**config.mk**
```make
export PLATFORM = sky130hd
export DESIGN_NAME = multicycle_controller
export DESIGN_NICKNAME = d
export VERILOG_FILES = /design/src/rtl/multicycle_controller.sv
export SDC_FILE = /design/constraint.sdc
export NUM_CORES = 1
export LEC_CHECK = 0
export CAP_MARGIN = 0
export CORE_UTILIZATION = 51
export CTS_BUF_LIST = sky130_fd_sc_hd__clkbuf_4 sky130_fd_sc_hd__clkbuf_8 sky130_fd_sc_hd__clkbuf_16
export DETAILED_ROUTE_END_ITERATION = 8
export GPL_ROUTABILITY_DRIVEN = 0
export PLACE_DENSITY = 0.85
export SLEW_MARGIN = 10
export SYNTH_ARGS = -nofsm -noshare
export SYNTH_HDL_FRONTEND = slang
export SYNTH_SLANG_ARGS = --single-unit
```
**constraint.sdc**
```tcl
create_clock -name clk -period 5.2 [get_ports clk]
set_input_delay 0.78 -clock clk [delete_from_list [all_inputs] [get_ports clk]]
set_output_delay 0.78 -clock clk [all_outputs]
set_load 0.02 [all_outputs]
```
**src/rtl/multicycle_controller.sv**
```systemverilog
// -----------------------------------------------------------------------------
// multicycle_controller
//
// Moore-style control FSM for a multicycle MIPS datapath. One instruction is
// sequenced over several clocks, sharing a single ALU and one unified memory
// between instruction fetch and data access. Each memory access (fetch, load,
// store) is stretched to MEM_LAT cycles by a 4-bit wait counter. ALU decoding
// is folded in.
//
// Parameters
//   MEM_LAT    : cycles per memory access, 1..15
//
// Ports
//   clk        : rising-edge clock
//   reset      : asynchronous, active-low reset (0 = reset)
//   op, funct  : opcode / function field from the instruction register
//   zero       : ALU zero flag (used only in BEQ / BNE)
//   iord       : memory address source (0 = PC, 1 = ALUOut)
//   irwrite    : load instruction register
//   pcwrite    : unconditional PC write
//   pcen       : final PC enable (pcwrite or taken branch)
//   memwrite   : data memory write strobe
//   memtoreg   : register write data from memory data register
//   regdst     : destination register (1 = rd, 0 = rt)
//   regwrite   : register file write
//   alusrca    : ALU A source (0 = PC, 1 = A register)
//   alusrcb    : ALU B source (00 B, 01 const 4, 10 sign-ext imm, 11 imm<<2)
//   pcsrc      : next-PC source (00 ALU, 01 ALUOut, 10 jump target, 11 A)
//   alucontrol : ALU operation
//   illegal    : one-cycle pulse in DECODE on an unsupported opcode/funct
//   state      : current state, for debug
// -----------------------------------------------------------------------------
module multicycle_controller #(
    parameter int unsigned MEM_LAT = 1
) (
    input  logic       clk,
    input  logic       reset,
    input  logic [5:0] op,
    input  logic [5:0] funct,
    input  logic       zero,
    output logic       iord,
    output logic       irwrite,
    output logic       pcwrite,
    output logic       pcen,
    output logic       memwrite,
    output logic       memtoreg,
    output logic       regdst,
    output logic       regwrite,
    output logic       alusrca,
    output logic [1:0] alusrcb,
    output logic [1:0] pcsrc,
    output logic [2:0] alucontrol,
    output logic       illegal,
    output logic [3:0] state
);

    typedef enum logic [3:0] {
        S_FETCH  = 4'd0,  S_DECODE = 4'd1,  S_MEMADR = 4'd2,  S_MEMRD  = 4'd3,
        S_MEMWB  = 4'd4,  S_MEMWR  = 4'd5,  S_EXEC   = 4'd6,  S_ALUWB  = 4'd7,
        S_BEQ    = 4'd8,  S_BNE    = 4'd9,  S_ADDIEX = 4'd10, S_ADDIWB = 4'd11,
        S_JUMP   = 4'd12, S_JR     = 4'd13
    } state_e;

    localparam logic [5:0] OP_RTYPE = 6'b000000;
    localparam logic [5:0] OP_LW    = 6'b100011;
    localparam logic [5:0] OP_SW    = 6'b101011;
    localparam logic [5:0] OP_BEQ   = 6'b000100;
    localparam logic [5:0] OP_BNE   = 6'b000101;
    localparam logic [5:0] OP_ADDI  = 6'b001000;
    localparam logic [5:0] OP_J     = 6'b000010;
    localparam logic [5:0] FN_JR    = 6'b001000;

    localparam logic [2:0] ALU_ADD  = 3'b010;
    localparam logic [2:0] ALU_SUB  = 3'b110;

    localparam logic [3:0] LAST_CNT = 4'(MEM_LAT - 1);

    state_e     state_q, state_d;
    logic [3:0] cnt_q, cnt_d;
    // op/funct may change after DECODE, so the load/store choice and the
    // R-type ALU operation are captured there for use in later states.
    logic       is_store_q, is_store_d;
    logic [2:0] alu_fn_q, alu_fn_d;

    logic       last_wait;
    logic [2:0] funct_alu;
    logic       funct_ok;
    logic       illegal_raw;
    logic       irwrite_raw, pcwrite_raw, memwrite_raw, regwrite_raw;

    assign last_wait = (cnt_q == LAST_CNT);

    // R-type funct decode.
    always_comb begin
        funct_ok  = 1'b1;
        funct_alu = ALU_ADD;
        case (funct)
            6'b100000: funct_alu = 3'b010;
            6'b100010: funct_alu = 3'b110;
            6'b100100: funct_alu = 3'b000;
            6'b100101: funct_alu = 3'b001;
            6'b101010: funct_alu = 3'b111;
            default:   funct_ok  = 1'b0;
        endcase
    end

    // Next-state logic.
    // NOTE: every variable gets a default before the case so no path can
    // leave it unassigned, which would otherwise infer a latch.
    always_comb begin
        state_d     = state_q;
        is_store_d  = is_store_q;
        alu_fn_d    = alu_fn_q;
        illegal_raw = 1'b0;
        case (state_q)
            S_FETCH:  if (last_wait) state_d = S_DECODE;
            S_DECODE: begin
                is_store_d = (op == OP_SW);
                alu_fn_d   = funct_alu;
                case (op)
                    OP_LW, OP_SW: state_d = S_MEMADR;
                    OP_RTYPE: begin
                        if (funct == FN_JR) begin
                            state_d = S_JR;
                        end else begin
                            state_d     = S_EXEC;
                            illegal_raw = ~funct_ok;
                        end
                    end
                    OP_BEQ:   state_d = S_BEQ;
                    OP_BNE:   state_d = S_BNE;
                    OP_ADDI:  state_d = S_ADDIEX;
                    OP_J:     state_d = S_JUMP;
                    default: begin
                        state_d     = S_FETCH;
                        illegal_raw = 1'b1;
                    end
                endcase
            end
            S_MEMADR: state_d = is_store_q ? S_MEMWR : S_MEMRD;
            S_MEMRD:  if (last_wait) state_d = S_MEMWB;
            S_MEMWR:  if (last_wait) state_d = S_FETCH;
            S_EXEC:   state_d = S_ALUWB;
            S_ADDIEX: state_d = S_ADDIWB;
            default:  state_d = S_FETCH;  // write-back/branch/jump states and codes 14-15
        endcase
        // Wait-state states never re-enter themselves from another cycle of
        // the same state, so "stay" means count and "change" means clear.
        cnt_d = (state_d == state_q) ? cnt_q + 4'd1 : 4'd0;
    end

    // NOTE: sequential state uses non-blocking assignments so every register
    // samples the pre-edge values of its peers.
    always_ff @(posedge clk or negedge reset) begin
        if (!reset) begin
            state_q    <= S_FETCH;
            cnt_q      <= 4'd0;
            is_store_q <= 1'b0;
            alu_fn_q   <= ALU_ADD;
        end else begin
            state_q    <= state_d;
            cnt_q      <= cnt_d;
            is_store_q <= is_store_d;
            alu_fn_q   <= alu_fn_d;
        end
    end

    // Moore outputs decoded from the current state.
    always_comb begin
        iord         = 1'b0;
        irwrite_raw  = 1'b0;
        pcwrite_raw  = 1'b0;
        memwrite_raw = 1'b0;
        memtoreg     = 1'b0;
        regdst       = 1'b0;
        regwrite_raw = 1'b0;
        alusrca      = 1'b0;
        alusrcb      = 2'b00;
        pcsrc        = 2'b00;
        alucontrol   = 3'b000;
        case (state_q)
            S_FETCH: begin
                alusrcb     = 2'b01;
                alucontrol  = ALU_ADD;
                irwrite_raw = last_wait;
                pcwrite_raw = last_wait;
            end
            S_DECODE: begin
                alusrcb    = 2'b11;
                alucontrol = ALU_ADD;
            end
            S_MEMADR, S_ADDIEX: begin
                alusrca    = 1'b1;
                alusrcb    = 2'b10;
                alucontrol = ALU_ADD;
            end
            S_MEMRD:  iord = 1'b1;
            S_MEMWR: begin
                iord         = 1'b1;
                memwrite_raw = last_wait;
            end
            S_MEMWB: begin
                memtoreg     = 1'b1;
                regwrite_raw = 1'b1;
            end
            S_EXEC: begin
                alusrca    = 1'b1;
                alucontrol = alu_fn_q;
            end
            S_ALUWB: begin
                regdst       = 1'b1;
                regwrite_raw = 1'b1;
            end
            S_BEQ, S_BNE: begin
                alusrca    = 1'b1;
                alucontrol = ALU_SUB;
                pcsrc      = 2'b01;
            end
            S_ADDIWB: regwrite_raw = 1'b1;
            S_JUMP: begin
                pcsrc       = 2'b10;
                pcwrite_raw = 1'b1;
            end
            S_JR: begin
                pcsrc       = 2'b11;
                pcwrite_raw = 1'b1;
            end
            default: ;
        endcase
    end

    // Write enables are held off for as long as reset is low, including the
    // FETCH cycle that the reset state would otherwise decode as a write.
    assign irwrite  = irwrite_raw  & reset;
    assign pcwrite  = pcwrite_raw  & reset;
    assign memwrite = memwrite_raw & reset;
    assign regwrite = regwrite_raw & reset;
    assign illegal  = illegal_raw  & reset;
    assign pcen     = (pcwrite_raw
                       | ((state_q == S_BEQ) &  zero)
                       | ((state_q == S_BNE) & ~zero)) & reset;
    assign state    = state_q;

endmodule

```
==> flow_metrics.py <==
metrics = {
    "finish": {
        "antenna_cells_inserted": 0,
        "area.growth.synth_to_final_pct": 29.6,
        "layout.filler_cells": 185,
        "fin_nets": 202,
        "finalInstanceArea_sq_um": 1590,
        "layout-drive-gt1-share_pct": 8.70,
        "post-route-util_pct": 71.4,
    },
    "cts": {
        "post_cts.repair.setup_buffers": 0,
        "insertion_delay_ps": 260,
        "clock_sinks": 12,
        "cts_tree": "done",
        "postCtsHoldBufs": 0,
        "clk_path_buf_depth": 2,
        "htreeDepth": 1,
        "post_cts_resize_count": 0,
        "clkSlewWorstSetupHoldPaths_ps": 80,
        "cts_root_buf": "clkbuf_4",
        "cts_buffers": 3,
    },
    "critical_path": {
        "worst_setup_sp_type": "input pin",
        "crit_path_cell_trace": "clkdlybuf4s50_1 > and4b_1 > a211oi_1 > a211oi_1 > nor3b_1 > clkdlybuf4s50_1",
        "cp_slowest_cell": "clkdlybuf4s50_1",
        "arrival_worst_endpoint_ps": 3170,
        "cp_data_required_time_ps": 4420,
        "critical_path.max_fanout": 9,
        "setup.worst_path.end_class": "output port",
        "max_incr_delay_on_cp_ps": 700,
        "critical_path_class": "in -> out",
    },
    "power_and_ir_drop": {
        "switching_share_pct": 40.4,
        "cellLeakagePower_nw": 0.614,
        "max_rail_drop_vdd_mv": 0.203,
        "share_seq_of_total_power_pct": 32.3,
        "combinationalPowerShare_pct": 49.6,
        "total_switching_power_mw": 0.163,
        "p_int_mw": 0.241,
        "total_power_mw": 0.405,
        "p_per_area_nw_per_um2": 254,
        "clock_power_share_pct": 18.1,
    },
    "detailed_routing": {
        "post_drt_wl_per_cell_um": 14.2,
        "avgViaCountPerCell": 5.95,
        "route.final.wire_length_um": 3010,
        "drt.antenna.violating_nets": 0,
        "dr_total_vias": 1261,
        "dr.first_iter.drc_count": 29,
        "dr.pass1.iters": 4,
        "drc": 0,
    },
    "yosys": {
        "mapped_cell_area_sq_um": 1230,
        "yosys_most_used_dff": "dfrtp_1",
        "synth_sequential_area_ratio_pct": 24.5,
        "post_synth.cell_area_avg_sq_um": 8.04,
        "synth.yosys.warnings": 0,
        "synth_nets": 170,
        "syn-instance-count": 153,
        "synth_cell_type_count": 55,
        "number_of_enable_flip_flop_cells_after_synthesis": 0,
        "synth-async-reset-ratio_pct": 100,
        "synth.ff_latch_count": 12,
    },
    "sta": {
        "achievable-frequency_mhz": 253,
        "period_share_pct": 76.0,
        "rsz_0062_raised_after_global_routing": "false",
        "period_needed_ps": 3950,
        "setup-tns-final_ps": 0,
        "slew_viol_final": 0,
        "finalHoldViolCount": 0,
        "fin_clk_skew_ps": 1.14,
        "relSlewSlack_pct": 51.4,
        "worst-slew-pin-transition_ps": 727,
        "setup_violations": 0,
    },
    "grt": {
        "global_route.usage.total_pct": 25.5,
        "groute.layer.met3.usage_pct": 4.17,
        "grt_pass1_wl_um": 5000,
        "global_route.overflow_total": 0,
        "grt_max_degree": 22,
        "antenna_violations_before_repair": 0,
        "grtUsageMet2_pct": 41.9,
        "global_route.peak_usage_layer": "met2",
        "first_global_vias": 1122,
        "globalRouteMet1Util_pct": 32.6,
    },
    "placed_design": {
        "portBuffers": 35,
        "detailedPlacementHpwl_um": 2260,
        "placement.cell_area_sq_um": 1560,
    },
    "floorplanning": {
        "chipHeight_um": 51.1,
        "fp.dieArea_sq_um": 2610,
        "die_x_um": 51.1,
        "fp.coreArea_sq_um": 2230,
        "start_util_pct": 55.1,
        "ioPinCount": 36,
        "rows": 17,
    },
    "flow_run": {
        "timing.max_cap.violations": 0,
    },
    "run_status": {
        "status": "complete, no violations",
    },
    "hold_path": {
        "hold_class": "reg -> reg",
    },
}
-- sequential cells by signal (all words and copies together), names as in the netlist --
| signal | cells |
|---|---|
| alu_fn_q | 3 |
| cnt_q | 4 |
| is_store_q | 1 |
| state | 4 |
-- kinds of logic (layout without fill, tap and decap cells) --
kind of cell | Yosys count | in the layout | synth area share [%]
and+or+nand+nor | 76 | 76 | 36.1
xor gates and xnor gates | 3 | 3 | 2.14
buffers and inverters | 17 | 48 | 7.73
DFF | 12 | 12 | 24.5
muxes | 2 | 2 | 1.63
AOI/OAI and AO/OA | 40 | 40 | 25.0
adders and majority gates | 3 | 3 | 2.85
-- cell type report --
type | instances | area [sq um] | share of cell area [%]
flip-flops and latches | 12 | 302 | 18.9
clock buffers | 4 | 36.3 | 2.28
inverters | 8 | 30.0 | 1.88
well taps | 28 | 35.0 | 2.20
multi-input cells | 124 | 833 | 52.3
repair buffers | 36 | 358 | 22.4
-- cells in the mapped netlist, types with 3 or more instances --
master / count / area, sq um
nand2_1: 16 / 60.1
nor2_1: 18 / 67.6
a211oi_1: 4 / 30.0
o31ai_1: 3 / 22.5
nand3_1: 4 / 20.0
a21oi_1: 8 / 40.0
o21ai_0: 6 / 30.0
nor3_1: 11 / 55.1
inv_1: 7 / 26.3
clkbuf_1: 4 / 15.0
dfrtp_1: 11 / 275
nand2b_1: 6 / 37.5
-- per-stage QoR --
stage | hold slack [ps] | cells | setup slack [ps]
after global placement | 460 | 208 | 1320
after detailed placement | 462 | 208 | 1270
after global routing | 511 | 212 | 1160
final | 480 | 212 | 1250
after floorplan | 440 | 153 | 2240
after CTS | 479 | 212 | 1250
-- cells in the final DEF (no fill, tap or decap), types with 6 or more instances in the layout --
cell,instances
nand2_1,16
nand2b_1,6
nor3_1,11
nor2_1,18
o21ai_0,6
clkdlybuf4s50_1,35
inv_1,7
dfrtp_1,11
a21oi_1,8
-- worst paths after layout --
path | to | slack [ps] | cells after the start | start
max | illegal | 1250 | 6 | op[2]
min | alu_fn_q[0] | 480 | 2 | alu_fn_q[0]
max reg2reg | cnt_q[0] | 2710 | 4 | state[1]
min reg2reg | alu_fn_q[0] | 480 | 2 | alu_fn_q[0]
max in group asynchronous | alu_fn_q[1] | 4140 | 2 | reset
min in group asynchronous | cnt_q[3] | 820 | 2 | reset
-- critical path, delay by kind of cell --
kind / cells / cell delay, ps
buf+inv: 2 / 1330
simple gates: 2 / 470
compound gates: 2 / 600
-- metal layers --
metal | share of wire [%] | vias up
met4 | 1.0 | 0
met1 | 45 | 587
li1 | - | 631
met5 | 0 | -
met2 | 50 | 41
met3 | 4.0 | 2
-- power groups by stage --
stage               Sequential, mW  Clock, mW  Combinational (mW)
floorplan                    0.122          0               0.132
global placement             0.131          0               0.195
detailed placement           0.132          0               0.200
CTS                          0.130     0.0740               0.200
global route                 0.134     0.0787               0.217
finish                       0.131     0.0732               0.201
(Power assumes the default switching activity.)
